### src/rtl/seq_ram_fetcher.sv
// Round-robin sequence fetcher: bursts SEQ_WORDS words from the sequence RAM (or a strapped
// default set) into a per-channel, level-valid sequence image.
module seq_ram_fetcher #(
    parameter int NUM_CH      = 2,
    parameter int SEQ_WORDS   = 4,
    parameter int DATA_W      = 32,
    parameter int ADDR_W      = 10,
    parameter int ADDR_STRIDE = 4,
    parameter int RAM_LAT     = 1
) (
    input  logic                               mem_clk,
    input  logic                               reset_n_i,
    input  logic [NUM_CH-1:0]                  seq_sel,
    input  logic [NUM_CH*(ADDR_W+1)-1:0]       seq_id,
    input  logic                               def_seq_sel,
    input  logic [2*SEQ_WORDS*DATA_W-1:0]      def_seq,
    output logic [ADDR_W-1:0]                  seq_ram_rd_addr,
    output logic                               seq_ram_rd_en,
    input  logic [DATA_W-1:0]                  seq_ram_rd_data,
    output logic [NUM_CH-1:0]                  seq_valid,
    output logic [NUM_CH*SEQ_WORDS*DATA_W-1:0] seq_data,
    output logic                               busy
);
    localparam int CH_W = (NUM_CH > 1) ? $clog2(NUM_CH) : 1;
    localparam int WD_W = (SEQ_WORDS > 1) ? $clog2(SEQ_WORDS) : 1;

    // state  | meaning
    // IDLE   | arbitrate pending channels, serve default-ID grants in place
    // FETCH  | issue one RAM read per cycle for the granted channel
    // DRAIN  | wait for the remaining read data, then publish
    typedef enum logic [1:0] {ST_IDLE, ST_FETCH, ST_DRAIN} state_t;

    state_t              r_state;
    logic [NUM_CH-1:0]   r_pending;
    logic [NUM_CH-1:0]   r_valid;
    logic                r_rereq;
    logic                r_init_done;
    logic [CH_W-1:0]     r_rr_ptr;
    logic [CH_W-1:0]     r_gnt;
    logic [WD_W-1:0]     r_issue;
    logic [WD_W-1:0]     r_cap_cnt;
    logic [RAM_LAT-1:0]  r_pipe;
    logic [ADDR_W-1:0]   r_rd_addr;
    logic                r_rd_en;
    logic [DATA_W-1:0]   r_data [NUM_CH][SEQ_WORDS];

    logic [ADDR_W:0]     w_id [NUM_CH];
    logic [DATA_W-1:0]   w_def [SEQ_WORDS];
    logic [NUM_CH-1:0]   w_pend_rot;
    logic                w_found;
    logic [CH_W:0]       w_sum;
    logic [CH_W-1:0]     w_gnt_idx;
    logic [CH_W-1:0]     w_next_ptr;
    logic [ADDR_W:0]     w_gnt_id;
    logic                w_cap;
    logic                w_last_cap;

    for (genvar c = 0; c < NUM_CH; c++) begin : g_id
        assign w_id[c] = seq_id[c*(ADDR_W+1) +: ADDR_W+1];
    end

    for (genvar w = 0; w < SEQ_WORDS; w++) begin : g_def
        assign w_def[w] = def_seq_sel ? def_seq[(SEQ_WORDS+w)*DATA_W +: DATA_W]
                                      : def_seq[w*DATA_W +: DATA_W];
    end

    // Pending bits rotated so bit 0 is the channel after the last grant.
    assign w_pend_rot = NUM_CH'({r_pending, r_pending} >> r_rr_ptr);

    always_comb begin
        w_found   = 1'b0;
        w_sum     = '0;
        w_gnt_idx = '0;
        for (int i = NUM_CH - 1; i >= 0; i--) begin
            if (w_pend_rot[i]) begin
                w_found = 1'b1;
                w_sum   = {1'b0, r_rr_ptr} + (CH_W+1)'(i);
                if (w_sum >= (CH_W+1)'(NUM_CH)) begin
                    w_sum = w_sum - (CH_W+1)'(NUM_CH);
                end
                w_gnt_idx = w_sum[CH_W-1:0];
            end
        end
    end

    assign w_next_ptr = (w_gnt_idx == CH_W'(NUM_CH - 1)) ? '0 : w_gnt_idx + 1'b1;
    assign w_gnt_id   = w_id[w_gnt_idx];
    assign w_cap      = r_pipe[RAM_LAT-1];
    assign w_last_cap = w_cap && (r_cap_cnt == WD_W'(SEQ_WORDS - 1));

    always_ff @(posedge mem_clk or negedge reset_n_i) begin
        if (!reset_n_i) begin
            r_state     <= ST_IDLE;
            r_pending   <= '0;
            r_valid     <= '0;
            r_rereq     <= 1'b0;
            r_init_done <= 1'b0;
            r_rr_ptr    <= '0;
            r_gnt       <= '0;
            r_issue     <= '0;
            r_cap_cnt   <= '0;
            r_pipe      <= '0;
            r_rd_addr   <= '0;
            r_rd_en     <= 1'b0;
            for (int c = 0; c < NUM_CH; c++) begin
                for (int w = 0; w < SEQ_WORDS; w++) begin
                    r_data[c][w] <= '0;
                end
            end
        end else begin
            r_pipe <= (r_pipe << 1) | RAM_LAT'(r_rd_en);

            if (!r_init_done) begin
                r_init_done <= 1'b1;
                for (int c = 0; c < NUM_CH; c++) begin
                    if (w_id[c][ADDR_W]) begin
                        r_valid[c] <= 1'b1;
                        for (int w = 0; w < SEQ_WORDS; w++) begin
                            r_data[c][w] <= w_def[w];
                        end
                    end
                end
            end

            if (w_cap) begin
                r_data[r_gnt][r_cap_cnt] <= seq_ram_rd_data;
                r_cap_cnt                <= r_cap_cnt + 1'b1;
            end

            if (r_state != ST_IDLE && seq_sel[r_gnt]) begin
                r_rereq <= 1'b1;
            end

            case (r_state)
                ST_IDLE: begin
                    if (w_found) begin
                        r_rr_ptr <= w_next_ptr;
                        if (w_gnt_id[ADDR_W]) begin
                            r_valid[w_gnt_idx]   <= 1'b1;
                            r_pending[w_gnt_idx] <= 1'b0;
                            for (int w = 0; w < SEQ_WORDS; w++) begin
                                r_data[w_gnt_idx][w] <= w_def[w];
                            end
                        end else begin
                            r_gnt     <= w_gnt_idx;
                            r_rd_addr <= w_gnt_id[ADDR_W-1:0];
                            r_rd_en   <= 1'b1;
                            r_issue   <= '0;
                            r_cap_cnt <= '0;
                            r_rereq   <= 1'b0;
                            r_state   <= ST_FETCH;
                        end
                    end
                end
                ST_FETCH: begin
                    if (r_issue == WD_W'(SEQ_WORDS - 1)) begin
                        r_rd_en <= 1'b0;
                        r_state <= ST_DRAIN;
                    end else begin
                        r_issue   <= r_issue + 1'b1;
                        r_rd_addr <= r_rd_addr + ADDR_W'(ADDR_STRIDE);
                        r_rd_en   <= 1'b1;
                    end
                end
                ST_DRAIN: begin
                    if (w_last_cap) begin
                        if (!r_rereq) begin
                            r_valid[r_gnt]   <= 1'b1;
                            r_pending[r_gnt] <= 1'b0;
                        end
                        r_rereq <= 1'b0;
                        r_state <= ST_IDLE;
                    end
                end
                default: r_state <= ST_IDLE;
            endcase

            // New requests override any same-edge publish so valid always drops after seq_sel.
            for (int c = 0; c < NUM_CH; c++) begin
                if (seq_sel[c]) begin
                    r_valid[c]   <= 1'b0;
                    r_pending[c] <= 1'b1;
                end
            end
        end
    end

    for (genvar c = 0; c < NUM_CH; c++) begin : g_ch
        for (genvar w = 0; w < SEQ_WORDS; w++) begin : g_wd
            assign seq_data[(c*SEQ_WORDS+w)*DATA_W +: DATA_W] = r_data[c][w];
        end
    end

    assign seq_ram_rd_addr = r_rd_addr;
    assign seq_ram_rd_en   = r_rd_en;
    assign seq_valid       = r_valid;
    assign busy            = (r_state != ST_IDLE);

endmodule

### config.mk
export PLATFORM = sky130hd
export DESIGN_NAME = seq_ram_fetcher
export DESIGN_NICKNAME = d
export VERILOG_FILES = /design/src/rtl/seq_ram_fetcher.sv
export SDC_FILE = /design/constraint.sdc
export NUM_CORES = 1
export LEC_CHECK = 0
export ABC_AREA = 1
export BUFFER_PORTS_ARGS = -buffer_cell sky130_fd_sc_hd__buf_4
export CAP_MARGIN = 20
export CORE_AREA = 2 2 228 230
export DETAILED_ROUTE_END_ITERATION = 8
export DIE_AREA = 0 0 230 232
export GPL_ROUTABILITY_DRIVEN = 0
export PLACE_DENSITY = 0.58
export SYNTH_ARGS = -nofsm -noshare
export SYNTH_HDL_FRONTEND = slang
export SYNTH_SLANG_ARGS = --single-unit
### constraint.sdc
create_clock -name mem_clk -period 2.3 [get_ports mem_clk]
set_clock_uncertainty 0.05 [all_clocks]
set_input_delay 0.115 -clock mem_clk [delete_from_list [all_inputs] [get_ports mem_clk]]
set_output_delay 0.115 -clock mem_clk [all_outputs]
set_load 0.05 [all_outputs]
Word level (Yosys, flattened, before mapping) --
Index checks and enable logic that the tools add are counted.
Storage, ports and cells: flip-flop bits (word level) 282, input port bits 315, word-level logic and storage cells 174
Operators by class: add/subtract/negate cells 7, $lt $le $gt $ge 12, equality and inequality tests 17, shift operators 1, mux-type cells 87, bitwise logic cells 10, reductions and logical operators 19
Operator list (number):
- $bwmux 256 | 5
- $mux 256 | 5
- $demux 128 s1 | 5
- $mux 128 | 4
- $mux 32 | 6
- $mux 96 | 1
- $demux 32 s2 | 1
- $mux 64 | 1
- $mux 2 | 20
- $mux 11 | 3
- $mux 10 | 3
- $mux 1 | 24
- $ne 3x3->1 const B | 8
- $pmux 10 s2 | 1
- $pmux 2 s2 | 3
- $add 10x3->10 const B | 1
- $ne 2x2->1 const B | 5
- $reduce_and 5->1 | 2
- $reduce_and 4->1 | 2
- $logic_and 1x1->1 | 7
- $eq 2x2->1 const B | 3
- $ge 2x2->1 const B | 3
- $pmux 2 s3 | 1
- $reduce_and 3->1 | 2
- other kinds (24) | 37

Depth between registers and ports, before layout --
depth after elaboration 17, depth in mapped cells 10

Worst setup path before layout --
No wires, ideal clock.
kind reg2reg, start reg r_state[1], end reg r_data, in the netlist seq_data[129], setup time 0.131 ns, arrival 1.460 ns, required time 2.119 ns, slack 0.659 ns, stages on the path, launching flop included 7, buffers on the path 2, path through dfrtp_1 -> nor2_8 -> inv_2 -> nor2_4 -> buf_4 -> buf_2 -> o22ai_1
On the way: cells in the longest elaborated chain, start to end 2
RTL lines:
- from (decl) | RTL line 33 | state_t r_state;
- from (signal assigned) | RTL line 93 | r_state <= ST_IDLE;
- from (signal assigned) | RTL line 151 | r_state <= ST_FETCH;
- from (signal assigned) | RTL line 158 | r_state <= ST_DRAIN;
- $logic_not 2->1 | RTL line 134 | case (r_state)
- $mux 256 | RTL line 134
- to (signal, indexed assignment) | RTL line 119 | r_data[c][w] <= w_def[w];
- to (signal, indexed assignment) | RTL line 126 | r_data[r_gnt][r_cap_cnt] <= seq_ram_rd_data;
- to (signal, indexed assignment) | RTL line 142 | r_data[w_gnt_idx][w] <= w_def[w];
- to (decl) | RTL line 45 | logic [DATA_W-1:0] r_data [NUM_CH][SEQ_WORDS];
Every way passes these cells. A chain may end at the register's enable or synchronous reset.

Worst setup path in the final report --
start reg r_rr_ptr, end reg r_rd_addr[5] (netlist: seq_ram_rd_addr[5])
On the way: cells in the longest elaborated chain, start to end 12
RTL lines:
- from (decl) | RTL line 38 | logic [CH_W-1:0] r_rr_ptr;
- from (signal assigned) | RTL line 137 | r_rr_ptr <= w_next_ptr;
- $add 1x1->2 | RTL line 77 | w_sum = {1'b0, r_rr_ptr} + (CH_W+1)'(i);
- $ge 2x2->1 or $sub 1x1->1 (tied branches) | RTL line 78, 79
- $mux 1 | RTL line 78 | if (w_sum >= (CH_W+1)'(NUM_CH)) begin
- $mux 1 (2 in series) | RTL line 75 | if (w_pend_rot[i]) begin
- $not 1->2 (not written as such) | RTL line 87 | assign w_gnt_id = w_id[w_gnt_idx];
- $mux 11 (not written as such) (3 in series) | RTL line 87
- $mux 10 | RTL line 138 | if (w_gnt_id[ADDR_W]) begin
- $mux 10 | RTL line 136 | if (w_found) begin
- $pmux 10 s2 | RTL line 134
- to (signal assigned) | RTL line 146 | r_rd_addr <= w_gnt_id[ADDR_W-1:0];
- to (signal assigned) | RTL line 161 | r_rd_addr <= r_rd_addr + ADDR_W'(ADDR_STRIDE);
- to (decl) | RTL line 43 | logic [ADDR_W-1:0] r_rd_addr;
Parallel ways exist; a longest one is shown, timed or not. The select of a mux whose other input is x is not followed.

==> tab_implementation.tex <==
\begin{tabular}{lr}
\hline
Metric & Value \\
\hline
\multicolumn{2}{l}{\textbf{Worst setup path}} \\
\quad Worst Path Arrival & 2.64 ns \\
\quad CP max-delay cell & dlygate4sd3\_1 \\
\quad Path type of the worst setup path & register to register \\
\quad Largest stage delay, worst path & 0.59 ns \\
\quad Endpoint kind of the worst setup timing path & register \\
\quad CP most frequent cell & nand2\_1 \\
\quad Crit path buf inv count & 4 \\
\quad Sequence of cells on the critical path & inv\_1 > nand2\_1 > nand2\_2 > buf\_6 > clkinvlp\_4 > nand2\_1 > nand3\_1 > dlygate4sd3\_1 > o21ai\_0 > nand2\_1 > nand2\_1 \\
\quad Top cell family by delay on the critical path & buffers and inverters \\
\quad Required time at the endpoint of the critical path & 2.73 ns \\
\quad Startpoint kind of the worst setup timing path & register \\
\quad Crit-path max FO & 15 \\
\multicolumn{2}{l}{\textbf{Hold path}} \\
\quad Path category of the worst min-delay check & input port to register \\
\multicolumn{2}{l}{\textbf{Timing}} \\
\quad Transition time at the pin with the least slew margin & approximately 0.76 ns \\
\quad Fin. Hold Viols & 0 \\
\quad Final min period & 2.21 ns \\
\quad Ratio of final minimum period to clock period & a little over nine tenths \\
\quad Final slew viol count & 0 \\
\quad Setup repair after global routing missed its margin & false \\
\quad Normalized max-slew margin & 49.2\% \\
\quad Setup TNS after final layout & 0 ns \\
\quad Max Freq & 0.453 GHz \\
\quad Slack of the critical path & 0.0914 ns \\
\quad Final Setup Violations & 0 \\
\multicolumn{2}{l}{\textbf{Drt}} \\
\quad Remaining number of nets flagged by the antenna check after routing & 0 \\
\quad Total DRC errors in the routed layout & 0 \\
\quad Number of DRC markers in iteration 0 & 1328 \\
\quad Overall via count from detail\_route & 19038 \\
\quad Wirelength per Cell & 20.9 um \\
\quad Via/cell ratio & 5.03 \\
\quad First-pass detailed-route iteration total & 5 \\
\quad Total wire length after detailed routing & 79.2 mm \\
\multicolumn{2}{l}{\textbf{Clock tree}} \\
\quad CTS Buf Count & 36 \\
\quad Number of clock sinks & 282 \\
\quad Source-to-sink clock delay at the later pin of the worst-skew pair & about 0.55 ns \\
\quad Clock transition at the register clock pins on the worst setup and hold paths after CTS & 0.06 ns \\
\quad Maximum count of clock buffers along a single path & 3 \\
\quad Deepest level of the CTS H-tree & 2 \\
\quad Clock tree from TritonCTS & done \\
\quad Root Buffer Master & clkbuf\_16 \\
\multicolumn{2}{l}{\textbf{Synth}} \\
\quad Ys async rst share & 100\% \\
\quad Number of library cell types mapped by synthesis & 38 \\
\quad Simple-gate portion of the synthesized area & 22.8\% \\
\quad Number of warnings printed during yosys synthesis & 0 \\
\quad Cell count after synthesis & 2232 \\
\quad Top flip-flop cell by instance count after synthesis & dfrtp\_1 \\
\quad Share of the synthesized area in compound gates (AO/OA/AOI/OAI) & slightly below 20\% \\
\quad Combined area of all synthesized cells & 16000 sq um \\
\quad Adder and majority gate portion of the synthesized area & 0.469\% \\
\quad Syn nets & 2553 \\
\quad Average cell area after synthesis & 7.18 sq um \\
\quad Largest family of logic cells by synthesized area & simple AND/OR/NAND/NOR gates \\
\quad Synthesis-stage register bit count & between 200 and 300 \\
\quad Seq/Total Area, Yosys & between 40 and 50\% \\
\quad Number of synthesized flops with an enable pin & 0 \\
\quad Xor/xnor cell area share of the yosys netlist & less than 1\% \\
\quad Portion of netlist area occupied by mux cells & 3.06\% \\
\multicolumn{2}{l}{\textbf{Global route}} \\
\quad Number of global-route vias before repair & between 15000 and 20000 \\
\quad Largest net degree at the start of global routing & 89 \\
\quad Overall fraction of global-route tracks in use & 28.8\% \\
\quad Global-route wire length before repair & 116 mm \\
\quad Initial antenna violation count & 5 \\
\quad Total grt overflow & 0 \\
\multicolumn{2}{l}{\textbf{Cells and area}} \\
\quad Most common cell after layout, fill and taps aside & nand2\_1 \\
\quad Final net count & 3401 \\
\quad Syn-to-layout area delta & 60.0\% \\
\quad Commonest non-fill, non-tap cells in the layout & 795 x nand2\_1, 623 x buf\_4, 354 x o21ai\_0 \\
\quad Final cell count without fillers & 3784 \\
\quad Share of post-route cells with drive strength above 1 & about a quarter \\
\quad Util after Layout & about half \\
\multicolumn{2}{l}{\textbf{Status}} \\
\quad Outcome & finished, final reports clean \\
\multicolumn{2}{l}{\textbf{Floorplan}} \\
\quad Die Outline Area & 53400 sq um \\
\quad Height of the die & $\sim$230 um \\
\quad Die extent in x & between 200 and 250 um \\
\quad Number of I/O pins & approximately 590 \\
\quad Number of core rows & 83 \\
\quad Initial Util & approximately a third \\
\quad Area inside the core boundary & 50900 sq um \\
\multicolumn{2}{l}{\textbf{Placed design}} \\
\quad Buffers added on ports & approximately 580 \\
\quad Number of cells in the design after placement & 3398 \\
\quad Estimated wirelength of the detail-placed design & around 55 mm \\
\quad Place WS & 0.152 ns \\
\multicolumn{2}{l}{\textbf{Pwr}} \\
\quad Areal power density over the cells & 709 nW/um\^{}2 \\
\quad Peak ir drop on the vdd network & 0.000405 V \\
\quad Leakage dissipation & 13.3 nW \\
\multicolumn{2}{l}{\textbf{Run}} \\
\quad Max-Cap Viols & 0 \\
\hline
\end{tabular}
-- state kept, by name, indices dropped and copies added (netlist names) --
signal           cells
r_gnt                1
r_rereq              1
r_init_done          1
seq_ram_rd_en        1
r_rr_ptr             1
seq_data           256
r_pending            2
seq_ram_rd_addr     10
r_issue              2
seq_valid            2
r_pipe               1
r_cap_cnt            2
r_state              2
-- path summary, 6_finish.rpt --
path / from / slack, ns / cells after the start / endpoint
setup / recovery: r_rr_ptr / 0.09 / 11 / seq_ram_rd_addr[5]
min in group asynchronous: reset_n_i / 0.06 / 2 / seq_data[238]
hold reg to reg: seq_ram_rd_en / 0.41 / 0 / r_pipe
setup reg to reg: r_rr_ptr / 0.09 / 11 / seq_ram_rd_addr[5]
max in group asynchronous: reset_n_i / 1.31 / 3 / seq_data[61]
hold / removal: def_seq[122] / 0.01 / 5 / seq_data[250]
-- per-layer routing --
metal,track usage (%),share of wire [%],vias up
li1,-,-,8914
met5,0,0.028,-
met2,48.3,48,978
met1,35.3,40,8986
met4,14.0,4.5,2
met3,5.86,8.2,158
-- through the flow --
stage / area (sq um) / hold WS [ns] / power [mW]
2_1_floorplan: 16000 / -0.231 / 9.55
3_3_place_gp: 21200 / 0.0656 / 12.0
3_5_place_dp: 21200 / 0.0614 / 12.1
4_1_cts: 25500 / 0.00147 / 18.3
5_1_grt: 25600 / 0.0440 / 18.9
6_report: 25600 / 0.0144 / 18.2
-- tightest hold or removal path, stage by stage --
cell	delay, ns
buf_4	0.11
nand2_1	0.06
nand2_1	0.13
inv_1	0.08
o22ai_1	0.07
-- cells in the mapped netlist (3+ instances only) --
cell,count,share of area (%)
o21ai_1,47,1.5
mux2i_1,49,3.1
nand2_2,6,0.23
o21ai_0,354,11
o211ai_1,4,0.19
nor2_4,5,0.35
buf_4,19,0.89
dfrtp_1,282,44
nand3_1,31,0.97
o22ai_1,108,4.2
a21oi_1,74,2.3
inv_1,205,4.8
clkbuf_1,64,1.5
inv_2,8,0.19
nand4_1,3,0.12
nand2_1,797,19
or2_2,3,0.12
buf_6,4,0.28
nor2_2,3,0.12
buf_2,64,2.0
ha_1,6,0.47
nor2_1,75,1.8
-- power breakdown --
group	switching, mW	internal [mW]
logic	4.24	2.29
clock network	2.26	3.35
registers	0.429	5.59
total	6.93	11.2
-- repair_timing --
| action | in CTS | in global routing |
|---|---|---|
| hold buffers | 316 | 0 |
| endpoints found under the hold margin | 506 | 0 |
| buffers inserted | 0 | 7 |
| resized for setup | 0 | 9 |
| endpoints found under the setup margin | 0 | 13 |
-- area by class of cell --
type,count,area [sq um]
diodes,4,10.0
clock buffers,49,1030
clock inverters,9,106
fillers,4857,25300
inverters,214,807
multi-input cells,1582,7460
flip-flops and latches,282,7060
well taps,680,851
repair buffers,964,8290
-- cells by family (layout without fill, tap and decap cells) --
kind of cell / Yosys count / after routing
flops: 282 / 282
other cells: 1 / 5
simple gates: 929 / 929
buf+inv: 368 / 1236
fa+ha+maj: 6 / 6
compound gates: 595 / 595
mux: 49 / 49
xor+xnor: 2 / 2
(Power assumes the default switching activity.)
